--- config.mk ---
export PLATFORM = sky130hd
export DESIGN_NAME = car_traffic_scheduler_flat
export DESIGN_NICKNAME = d
export VERILOG_FILES = /design/src/rtl/car_traffic_scheduler_pkg.sv /design/src/rtl/car_traffic_scheduler_if.sv /design/src/rtl/car_traffic_scheduler_tick_divider.sv /design/src/rtl/car_traffic_scheduler.sv /design/src/flat_wrapper.sv
export SDC_FILE = /design/constraint.sdc
export NUM_CORES = 1
export LEC_CHECK = 0
export CORE_AREA = 2 2 74 76
export DETAILED_ROUTE_END_ITERATION = 7
export DIE_AREA = 0 0 76 78
export PLACE_DENSITY = 0.79
export SETUP_SLACK_MARGIN = 0.3
export SLEW_MARGIN = 20
export SYNTH_ARGS = -nofsm -noshare
export SYNTH_HDL_FRONTEND = slang
export SYNTH_SLANG_ARGS = --single-unit
--- constraint.sdc ---
create_clock -name clk -period 4.6 [get_ports clk]
set_clock_uncertainty 0.15 [all_clocks]
set_input_delay 0.46 -clock clk [delete_from_list [all_inputs] [get_ports clk]]
set_output_delay 0.46 -clock clk [all_outputs]
set_load 0.1 [all_outputs]
--- src/rtl/car_traffic_scheduler_pkg.sv ---
// car_traffic_scheduler_pkg: game states, parameter defaults and the lane speed helper
package car_traffic_scheduler_pkg;
   typedef enum logic [1:0] {IDLE = 2'b00, RUN = 2'b01, PAUSE = 2'b10, CRASH = 2'b11} state_t;
   localparam int NUM_LANES = 4;
   localparam int TICK_DIV_DEF = 250000;
   localparam int MAX_LEVEL_DEF = 7;
   localparam int CRASH_HOLD_DEF = 50;
   localparam int SPEED_MAX_DEF = 15;
   localparam logic [15:0] LANE_BASE_DEF = 16'h4321;
   // 5-bit sum per lane so base+level can exceed 15 before the clamp
   function automatic logic [15:0] speeds_of(input logic [15:0] base, input logic [3:0] lvl,
                                             input logic [3:0] smax);
      logic [15:0] s;
      logic [4:0] sum;
      s = '0;
      for (int i = 0; i < NUM_LANES; i++) begin
         sum = {1'b0, base[4*i +: 4]} + {1'b0, lvl};
         s[4*i +: 4] = (sum > {1'b0, smax}) ? smax : sum[3:0];
      end
      return s;
   endfunction
endpackage

--- src/rtl/car_traffic_scheduler_if.sv ---
// car_traffic_scheduler_if: game events in, lane step/speed/direction and status out
interface car_traffic_scheduler_if;
   import car_traffic_scheduler_pkg::*;
   logic start;
   logic pause;
   logic level_up;
   logic collision;
   logic [3:0] lane_step;
   logic [15:0] lane_speed;
   logic [3:0] lane_dir;
   logic [3:0] level;
   state_t state;
   modport master (output start, pause, level_up, collision,
                   input lane_step, lane_speed, lane_dir, level, state);
   modport slave (input start, pause, level_up, collision,
                  output lane_step, lane_speed, lane_dir, level, state);
endinterface

--- src/rtl/car_traffic_scheduler_tick_divider.sv ---
// car_traffic_scheduler_tick_divider: movement tick counter with enable (freeze) and clear
module car_traffic_scheduler_tick_divider #(
   parameter int TICK_DIV = 250000
) (
   input  logic clk,
   input  logic rst_n,
   input  logic en,
   input  logic clr,
   output logic tick
);
   localparam int W = $clog2(TICK_DIV);
   logic [W-1:0] cnt;
   assign tick = en && (cnt == W'(TICK_DIV - 1));
   always_ff @(posedge clk or negedge rst_n)
      if (!rst_n) cnt <= '0;
      else if (clr) cnt <= '0;
      else if (en) cnt <= tick ? '0 : cnt + W'(1);
endmodule

--- src/rtl/car_traffic_scheduler.sv ---
// car_traffic_scheduler: game FSM, round-robin lane step bursts and level-derived speeds
// CAR_DIR_ALT_EN defined: odd lanes move left; undefined: all lanes move right.
module car_traffic_scheduler
   import car_traffic_scheduler_pkg::*;
#(
   parameter int          TICK_DIV   = TICK_DIV_DEF,
   parameter int          MAX_LEVEL  = MAX_LEVEL_DEF,
   parameter int          CRASH_HOLD = CRASH_HOLD_DEF,
   parameter logic [15:0] LANE_BASE  = LANE_BASE_DEF,
   parameter int          SPEED_MAX  = SPEED_MAX_DEF
) (
   input logic clk,
   input logic rst_n,
   car_traffic_scheduler_if.slave bus
);
   localparam int CW = $clog2(CRASH_HOLD + 1);
   localparam logic [15:0] SPEED_RST = speeds_of(LANE_BASE, 4'd0, 4'(SPEED_MAX));
   state_t state, state_d;
   logic [3:0] level_d, step_d;
   logic [15:0] speed_d;
   logic [CW-1:0] crash_cnt;
   logic tick, busy, active, crash_done;
   assign busy = |bus.lane_step;
   assign active = (state == RUN) || (state == PAUSE);
   assign crash_done = tick && (state == CRASH) && (crash_cnt == CW'(CRASH_HOLD - 1));
   assign bus.state = state;
`ifdef CAR_DIR_ALT_EN
   assign bus.lane_dir = 4'b1010;
`else
   assign bus.lane_dir = 4'b0000;
`endif
   // a pause lets the current burst finish before the counter freezes
   car_traffic_scheduler_tick_divider #(.TICK_DIV(TICK_DIV)) u_div (
      .clk (clk),
      .rst_n (rst_n),
      .en ((state == RUN) || (state == CRASH) || ((state == PAUSE) && busy)),
      .clr (state == IDLE),
      .tick (tick)
   );
   always_comb begin
      state_d = state;
      level_d = bus.level;
      if (active && bus.collision) state_d = CRASH;
      else if (active && bus.level_up)
         level_d = (bus.level >= 4'(MAX_LEVEL)) ? 4'(MAX_LEVEL) : bus.level + 4'd1;
      else if ((state == RUN) && bus.pause) state_d = PAUSE;
      else if ((state == PAUSE) && !bus.pause) state_d = RUN;
      else if ((state == IDLE) && bus.start) state_d = RUN;
      else if (crash_done) begin
         state_d = IDLE;
         level_d = 4'd0;
      end
      step_d = (state_d == CRASH) ? 4'b0000 :
               (tick && (state == RUN)) ? 4'b0001 : {bus.lane_step[2:0], 1'b0};
      speed_d = speeds_of(LANE_BASE, level_d, 4'(SPEED_MAX));
   end
   always_ff @(posedge clk or negedge rst_n)
      if (!rst_n) begin
         state <= IDLE;
         bus.level <= 4'd0;
         bus.lane_step <= 4'b0000;
         bus.lane_speed <= SPEED_RST;
         crash_cnt <= '0;
      end else begin
         state <= state_d;
         bus.level <= level_d;
         bus.lane_step <= step_d;
         bus.lane_speed <= speed_d;
         crash_cnt <= (state != CRASH) ? '0 : tick ? crash_cnt + CW'(1) : crash_cnt;
      end
endmodule

--- src/flat_wrapper.sv ---
// flat-port wrapper written by rule: the top's interface ports become plain ports
module car_traffic_scheduler_flat import car_traffic_scheduler_pkg::*;
#(
   parameter int          TICK_DIV   = TICK_DIV_DEF,
   parameter int          MAX_LEVEL  = MAX_LEVEL_DEF,
   parameter int          CRASH_HOLD = CRASH_HOLD_DEF,
   parameter logic [15:0] LANE_BASE  = LANE_BASE_DEF,
   parameter int          SPEED_MAX  = SPEED_MAX_DEF
)
  (clk, rst_n, bus_start, bus_pause, bus_level_up, bus_collision, bus_lane_step, bus_lane_speed, bus_lane_dir, bus_level, bus_state);
  car_traffic_scheduler_if bus_i ();
  input logic clk;
  input logic rst_n;
  input wire logic [$bits(bus_i.start)-1:0] bus_start;
  input wire logic [$bits(bus_i.pause)-1:0] bus_pause;
  input wire logic [$bits(bus_i.level_up)-1:0] bus_level_up;
  input wire logic [$bits(bus_i.collision)-1:0] bus_collision;
  output wire logic [$bits(bus_i.lane_step)-1:0] bus_lane_step;
  output wire logic [$bits(bus_i.lane_speed)-1:0] bus_lane_speed;
  output wire logic [$bits(bus_i.lane_dir)-1:0] bus_lane_dir;
  output wire logic [$bits(bus_i.level)-1:0] bus_level;
  output wire logic [$bits(bus_i.state)-1:0] bus_state;
  assign bus_i.start = bus_start;
  assign bus_i.pause = bus_pause;
  assign bus_i.level_up = bus_level_up;
  assign bus_i.collision = bus_collision;
  assign bus_lane_step = bus_i.lane_step;
  assign bus_lane_speed = bus_i.lane_speed;
  assign bus_lane_dir = bus_i.lane_dir;
  assign bus_level = bus_i.level;
  assign bus_state = bus_i.state;
  car_traffic_scheduler #(.TICK_DIV(TICK_DIV), .MAX_LEVEL(MAX_LEVEL), .CRASH_HOLD(CRASH_HOLD), .LANE_BASE(LANE_BASE), .SPEED_MAX(SPEED_MAX)) u_core (.clk(clk), .rst_n(rst_n), .bus(bus_i));
endmodule
# After elaboration in Yosys (flattened, before gate mapping)
# Index checks and enable logic that the tools add are counted.
# totals
mem_count	0
ff_bits	50
latchBits	0
romBits	0
mem_bits_rw	0
word_cells	67
# op_classes
magnitude_cmp	5
mul	0
add_sub_neg	7
bitwise	0
div	0
n_eq_ne	7
n_mux	24
reduce_logical	18
shifts	0
# ops
cell	count
18-bit 2-to-1 mux	3
4-bit 2-to-1 mux	13
5-bit by 4-bit greater-than comparator with 1-bit output (second input constant)	4
18-bit by 1-bit adder with 18-bit output (second input constant)	1
18-bit == test (second input constant)	1
2-bit 2-to-1 mux	6
6-bit 2-to-1 mux	2
2-bit by 4-bit adder with 5-bit output (first input constant)	2
1-bit logical AND	10
6-bit by 1-bit adder with 6-bit output (second input constant)	1
2-bit == test (second input constant)	3
6-bit == test (second input constant)	1
1-bit by 4-bit adder with 5-bit output (first input constant)	1
3-bit by 4-bit adder with 5-bit output (first input constant)	1
4-bit by 1-bit adder with 4-bit output (second input constant)	1
4-bit by 3-bit greater-or-equal comparator with 1-bit output (second input constant)	1
2-bit nonzero test	2
4-bit OR reduction	1
1-bit logical OR	3
2-bit by 1-bit == test with 1-bit output (second input constant)	1
2-bit zero test	1
2-bit != test (second input constant)	1
1-bit zero test	1

# Depth between registers and ports, before layout
# depth
depth_word	15
depth_mapped	12

# Cells and area by module
# Synthesis repeated with hierarchy kept, for this count alone.
# hier_totals
hier_cells	278
area_unflattened_um2	2806.4
# modules_own_cells
mod	cells_each	area_per_inst_um2	n_inst
car_traffic_scheduler	168	1750.4	1
car_traffic_scheduler_tick_divider	110	1056.0	1

# Worst setup path after synthesis
# Ideal clock, no wire load.
# synth_timing
path_kind	reg2reg
from	register u_core.state[1] (netlist: u_core.bus.state[1])
to	register u_core.bus.lane_speed[11]
n_path_buf	0
setup_ps	129
path_stages_with_launch	12
t_required_ps	4321
t_arrival_ps	3081
path_slack_ps	1241
cell_sequence	dfrtp_1 ha_1 nor4bb_1 and3_1 nand4_4 a22oi_2 inv_1 ha_1 a31oi_1 o211a_1 a211o_1 nand3_1
# synth_via
elab_chain_len	15
word_cells_on_any_way	25
cone_classes	add/sub (1); order compare (1); eq/ne (3); mux (7); reduce/logical (13)
# synth_lines
item	line	rtl
from (decl)	car_traffic_scheduler.sv:18	state_t state, state_d;
from (signal assigned)	car_traffic_scheduler.sv:65	state <= state_d;
2-bit by 1-bit == test with 1-bit output (tied with other cells)	car_traffic_scheduler.sv:24, car_traffic_scheduler.sv:36, car_traffic_scheduler.sv:46	
1-bit logical OR or 1-bit logical AND (tied branches)	car_traffic_scheduler.sv:36	.en ((state == RUN) || (state == CRASH) || ((state == PAUSE) && busy)),
1-bit logical OR	car_traffic_scheduler.sv:36	
1-bit logical AND	car_traffic_scheduler_tick_divider.sv:13	assign tick = en && (cnt == W'(TICK_DIV - 1));
1-bit logical AND (2 in a row)	car_traffic_scheduler.sv:25	assign crash_done = tick && (state == CRASH) && (crash_cnt == CW'(CRASH_HOLD - 1));
4-bit 2-to-1 mux	car_traffic_scheduler.sv:49	else if (crash_done) begin
4-bit 2-to-1 mux	car_traffic_scheduler.sv:48	else if ((state == IDLE) && bus.start) state_d = RUN;
4-bit 2-to-1 mux	car_traffic_scheduler.sv:47	else if ((state == PAUSE) && !bus.pause) state_d = RUN;
4-bit 2-to-1 mux	car_traffic_scheduler.sv:46	else if ((state == RUN) && bus.pause) state_d = PAUSE;
4-bit 2-to-1 mux	car_traffic_scheduler.sv:44	else if (active && bus.level_up)
4-bit 2-to-1 mux *	car_traffic_scheduler.sv:43	if (active && bus.collision) state_d = CRASH;
via u_core.level_d[2]	car_traffic_scheduler.sv:19	logic [3:0] level_d, step_d;
2-bit by 4-bit adder with 5-bit output *	car_traffic_scheduler_pkg.sv:17	sum = {1'b0, base[4*i +: 4]} + {1'b0, lvl};
5-bit by 4-bit greater-than comparator with 1-bit output	car_traffic_scheduler_pkg.sv:18	s[4*i +: 4] = (sum > {1'b0, smax}) ? smax : sum[3:0];
4-bit 2-to-1 mux *	car_traffic_scheduler_pkg.sv:18	
via u_core.speed_d[11]	car_traffic_scheduler.sv:20	logic [15:0] speed_d;
to (signal assigned)	car_traffic_scheduler.sv:68	bus.lane_speed <= speed_d;
to (decl)	car_traffic_scheduler_if.sv:16	output lane_step, lane_speed, lane_dir, level, state);
# Mark *: on every way through the listed nets, which the timed path passes. The rest lies on a longest branch.
# A chain may end at the register's enable or synchronous reset.

# Worst setup path in the final report
# Same ends and word-level chain as after synthesis.

==> impl_results.md <==
* Deepest clock path buffer count at 2
* Count of port buffers added during placement at 31
* Max rail drop VDD at 0.6274 mV
* Worst Path Max Fanout at 9
* Routed Wire Length at 5.775 mm
* Cell with the most instances after synthesis: sky130_fd_sc_hd__dfrtp_1
* Number of hold violations in the final report at 0
* Number of ports placed on the die boundary at 36
* Total gr overflow at 0
* Cells resized by post-CTS repair at 0
* Htree depth at 2
* Worst min-delay path category: in2async
* Launching element type of the critical path: flip-flop
* Number of pins exceeding their max-slew limit in the final report at 0
* Synth async-reset ratio at 100.0%
* Die Footprint at 5928 µm²
* Clock Pin Slew Worst Setup and Hold Paths at 90 ps
* Switching share of power at 52.77%
* Fin util at 64.79%
* Total core area at 5042 µm²
* CP endpoint kind: flip-flop
* Syn Std Cell Area at 2806 µm²
* Violation count after the first detailed-route iteration at 120
* Count of yosys warnings during synthesis at 0
* Adder-cell area share of the yosys netlist at 7.133%
* Most frequent cells after synthesis: 45 x sky130_fd_sc_hd__dfrtp_1, 41 x sky130_fd_sc_hd__nand2_1, 22 x sky130_fd_sc_hd__nor2_1, 16 x sky130_fd_sc_hd__ha_1, 16 x sky130_fd_sc_hd__o21ai_0
* Yosys top cell area share at 40.12%
* Antenna diode count at 0
* Clk root buf: sky130_fd_sc_hd__clkbuf_8
* Mux share of post-synthesis cell area at 1.783%
* Horiz. Die Dim at 76 µm
* GP Congestion at 0.8482
* Sum of negative setup slack at 0 ps
* Pre-antenna DRT Iters at 4
* Crit path time final at 3106 ps
* Total power draw at 0.002128 W
* Vias in the first global route at 2077
* Maximum clock rate at 322.0 MHz
* Post-synth top area cell: sky130_fd_sc_hd__dfrtp_1
* Total power divided by cell area at 651.4 nW/µm²
* Required arrival time at the worst endpoint at 4630 ps
* Routed wire length per instance at 14.92 µm
* Row Count at 26
* Pleak at 1.465 nW
* Count of unresolved DRC violations after routing at 0
* Unrepaired setup endpoints after global routing: false
* Largest net degree at the start of global routing at 51
* Chip height at 78 µm
* # Max-Cap Violations at 0
* Startpoint-to-endpoint class of the critical path: reg2reg
* Global-route wire length before repair at 9.915 mm
* Yosys reg bits at 50
* Proportion of power drawn by combinational gates at 58.6%
* Number of cells produced by synthesis at 281
* Mean cell area of the mapped netlist at 9.987 µm²
* Setup fix buffers added after clock tree synthesis at 0
* Initial antenna violation count at 0
* Tot GR Track Use at 20.72%
* Clock network fraction of total power at 12.2%
* Final ANT Viol Nets at 0
* Status: complete, no violations
* Compound-cell area share of the yosys netlist at 12.22%
* Cells taking the most area after synthesis: sky130_fd_sc_hd__dfrtp_1 40%, sky130_fd_sc_hd__ha_1 7.1%, sky130_fd_sc_hd__nand2_1 5.5%
* NetSw at 0.001123 W
* Data arrival time of the critical path at 3140 ps
* CTS sink count at 50
* Final critical-path share of the clock period at 67.52%
* Number of distinct library cell variants in the gate-level netlist after synthesis at 61
* Tightest slew margin relative to the limit at 33.40%
* CTS Hold Bufs at 0
* Routed via count at 2134
* Most frequently used flop master after synthesis: sky130_fd_sc_hd__dfrtp_1
* Xor/xnor share of the synthesized area at 4.637%
* Via/cell ratio at 5.514
* HPWL after detailed placement at 4.264 mm
* TritonCTS clock tree: yes
* Combinational family with the most area after synthesis: simple AND/OR/NAND/NOR gates
* Portion of the post-synthesis area used by sequential elements at 44.81%
* Cell-internal power at 0.001005 W
* Number of buffers created by CTS at 5
* Seq pwr share at 29.3%
* Fraction of final layout cells with drive strength greater than 1 at 11.67%
* Worst-Margin Slew at 995.8 ps
* Area share of and/or/nand/nor cells after synthesis at 26.21%
* Clock latency of the later-clocked register in the worst-skew pair at 300 ps
* Finish-stage setup viols at 0
* Area growth, synth to finish at 16.41%
* Post-synth EDFFs at 0
* Fin nets at 338
* Initial standard-cell utilization of the core at 55.66%
[metrics by stage]
step	cells	area [µm²]	setup slack, ps	hold WS [ps]
after floorplan	284	2818	1241	14.41
after global placement	379	3176	1634	334.3
after detailed placement	379	3176	1554	346.3
after CTS	387	3267	1525	130.0
after global routing	387	3267	1296	165.1
final	387	3267	1494	91.51
[cell families after synthesis]
logic type	count (synthesis)
AND/OR/NAND/NOR	131
flip-flops	50
AO/OA/AOI/OAI	46
buffers and inverters	18
adder cells (fa/ha/maj)	16
XOR/XNOR	14
multiplexers	5
other	1
[flip-flops by register name, summed over array words and instances (netlist names)]
name                   cells
u_core.bus.lane_step       4
u_core.u_div.cnt          18
u_core.crash_cnt           6
u_core.bus.state           2
u_core.bus.level           4
u_core.bus.lane_speed     16
[cell usage in the layout, fill, tap and decap left out, types with 2 or more instances in the layout]
cell / Yosys / routed
sky130_fd_sc_hd__xor2_1: 4 / 4
sky130_fd_sc_hd__a21oi_1: 6 / 6
sky130_fd_sc_hd__nand3_1: 12 / 12
sky130_fd_sc_hd__nor3_1: 2 / 2
sky130_fd_sc_hd__a211o_1: 2 / 2
sky130_fd_sc_hd__and3_4: 2 / 2
sky130_fd_sc_hd__nor4_4: 2 / 2
sky130_fd_sc_hd__o211a_1: 2 / 2
sky130_fd_sc_hd__dfstp_2: 5 / 5
sky130_fd_sc_hd__and3_2: 2 / 2
sky130_fd_sc_hd__nand2_1: 41 / 41
sky130_fd_sc_hd__o211ai_1: 3 / 3
sky130_fd_sc_hd__clkdlybuf4s50_1: 0 / 30
sky130_fd_sc_hd__nor2_1: 22 / 22
sky130_fd_sc_hd__conb_1: 1 / 4
sky130_fd_sc_hd__nor4_1: 3 / 3
sky130_fd_sc_hd__xnor2_1: 9 / 9
sky130_fd_sc_hd__inv_1: 10 / 10
sky130_fd_sc_hd__ha_1: 16 / 16
sky130_fd_sc_hd__and3_1: 6 / 6
sky130_fd_sc_hd__or2_1: 2 / 2
sky130_fd_sc_hd__o22ai_1: 2 / 2
sky130_fd_sc_hd__o21ai_0: 16 / 16
sky130_fd_sc_hd__dfrtp_1: 45 / 45
sky130_fd_sc_hd__nand4_1: 8 / 8
sky130_fd_sc_hd__nand2b_1: 5 / 5
sky130_fd_sc_hd__mux2i_1: 5 / 5
sky130_fd_sc_hd__clkbuf_8: 0 / 6
sky130_fd_sc_hd__and2_1: 9 / 9
sky130_fd_sc_hd__nand3b_1: 2 / 2
[power by group through the flow]
stage	logic, W	registers, W	clock network, W
finish	0.00125	0.000623	0.000259
global route	0.00133	0.000638	0.000293
CTS	0.00125	0.000623	0.000272
detailed placement	0.00124	0.000632	0
global placement	0.00123	0.000628	0
floorplan	0.000460	0.00113	0
[metal layers]
layer / GRT usage, % / part of all wire (%) / up-vias
met5: 0 / 0 / -
met1: 28.87 / 48 / 1032
met4: 6.909 / 1.1 / 0
met2: 33.39 / 48 / 49
li1: - / - / 1046
met3: 3.140 / 3.5 / 7
[worst paths after layout]
kind	from	end	slack [ps]	cells past startpoint
max in group asynchronous	rst_n	u_core.u_div.cnt[3]	3780	2
worst min-delay path	rst_n	u_core.crash_cnt[3]	90	2
worst max register to register	u_core.bus.state[1]	u_core.bus.lane_speed[11]	1490	11
worst max-delay path	u_core.bus.state[1]	u_core.bus.lane_speed[11]	1490	11
min in group clk	u_core.u_div.cnt[1]	u_core.u_div.cnt[1]	360	2
worst min register to register	u_core.u_div.cnt[1]	u_core.u_div.cnt[1]	360	2
[worst max-delay path, cell delays in order (launching register included)]
cell and delay [ps]:
sky130_fd_sc_hd__dfrtp_1 450, sky130_fd_sc_hd__ha_1 350, sky130_fd_sc_hd__nor4bb_1 240, sky130_fd_sc_hd__and3_1 320, sky130_fd_sc_hd__nand4_4 150, sky130_fd_sc_hd__a22oi_2 370, sky130_fd_sc_hd__inv_1 170, sky130_fd_sc_hd__ha_1 300
sky130_fd_sc_hd__a31oi_1 170, sky130_fd_sc_hd__o211a_1 160, sky130_fd_sc_hd__a211o_1 90, sky130_fd_sc_hd__nand3_1 70
[cell type report]
class / count / area (µm²)
fillers: 425 / 1775
multi-input cells: 216 / 1474
flip-flops and latches: 50 / 1257
repair buffers: 32 / 312.8
well taps: 70 / 87.58
clock buffers: 7 / 86.33
inverters: 11 / 43.79
clock inverters: 1 / 5.005
Note: power is estimated with default switching activity, not from simulation.
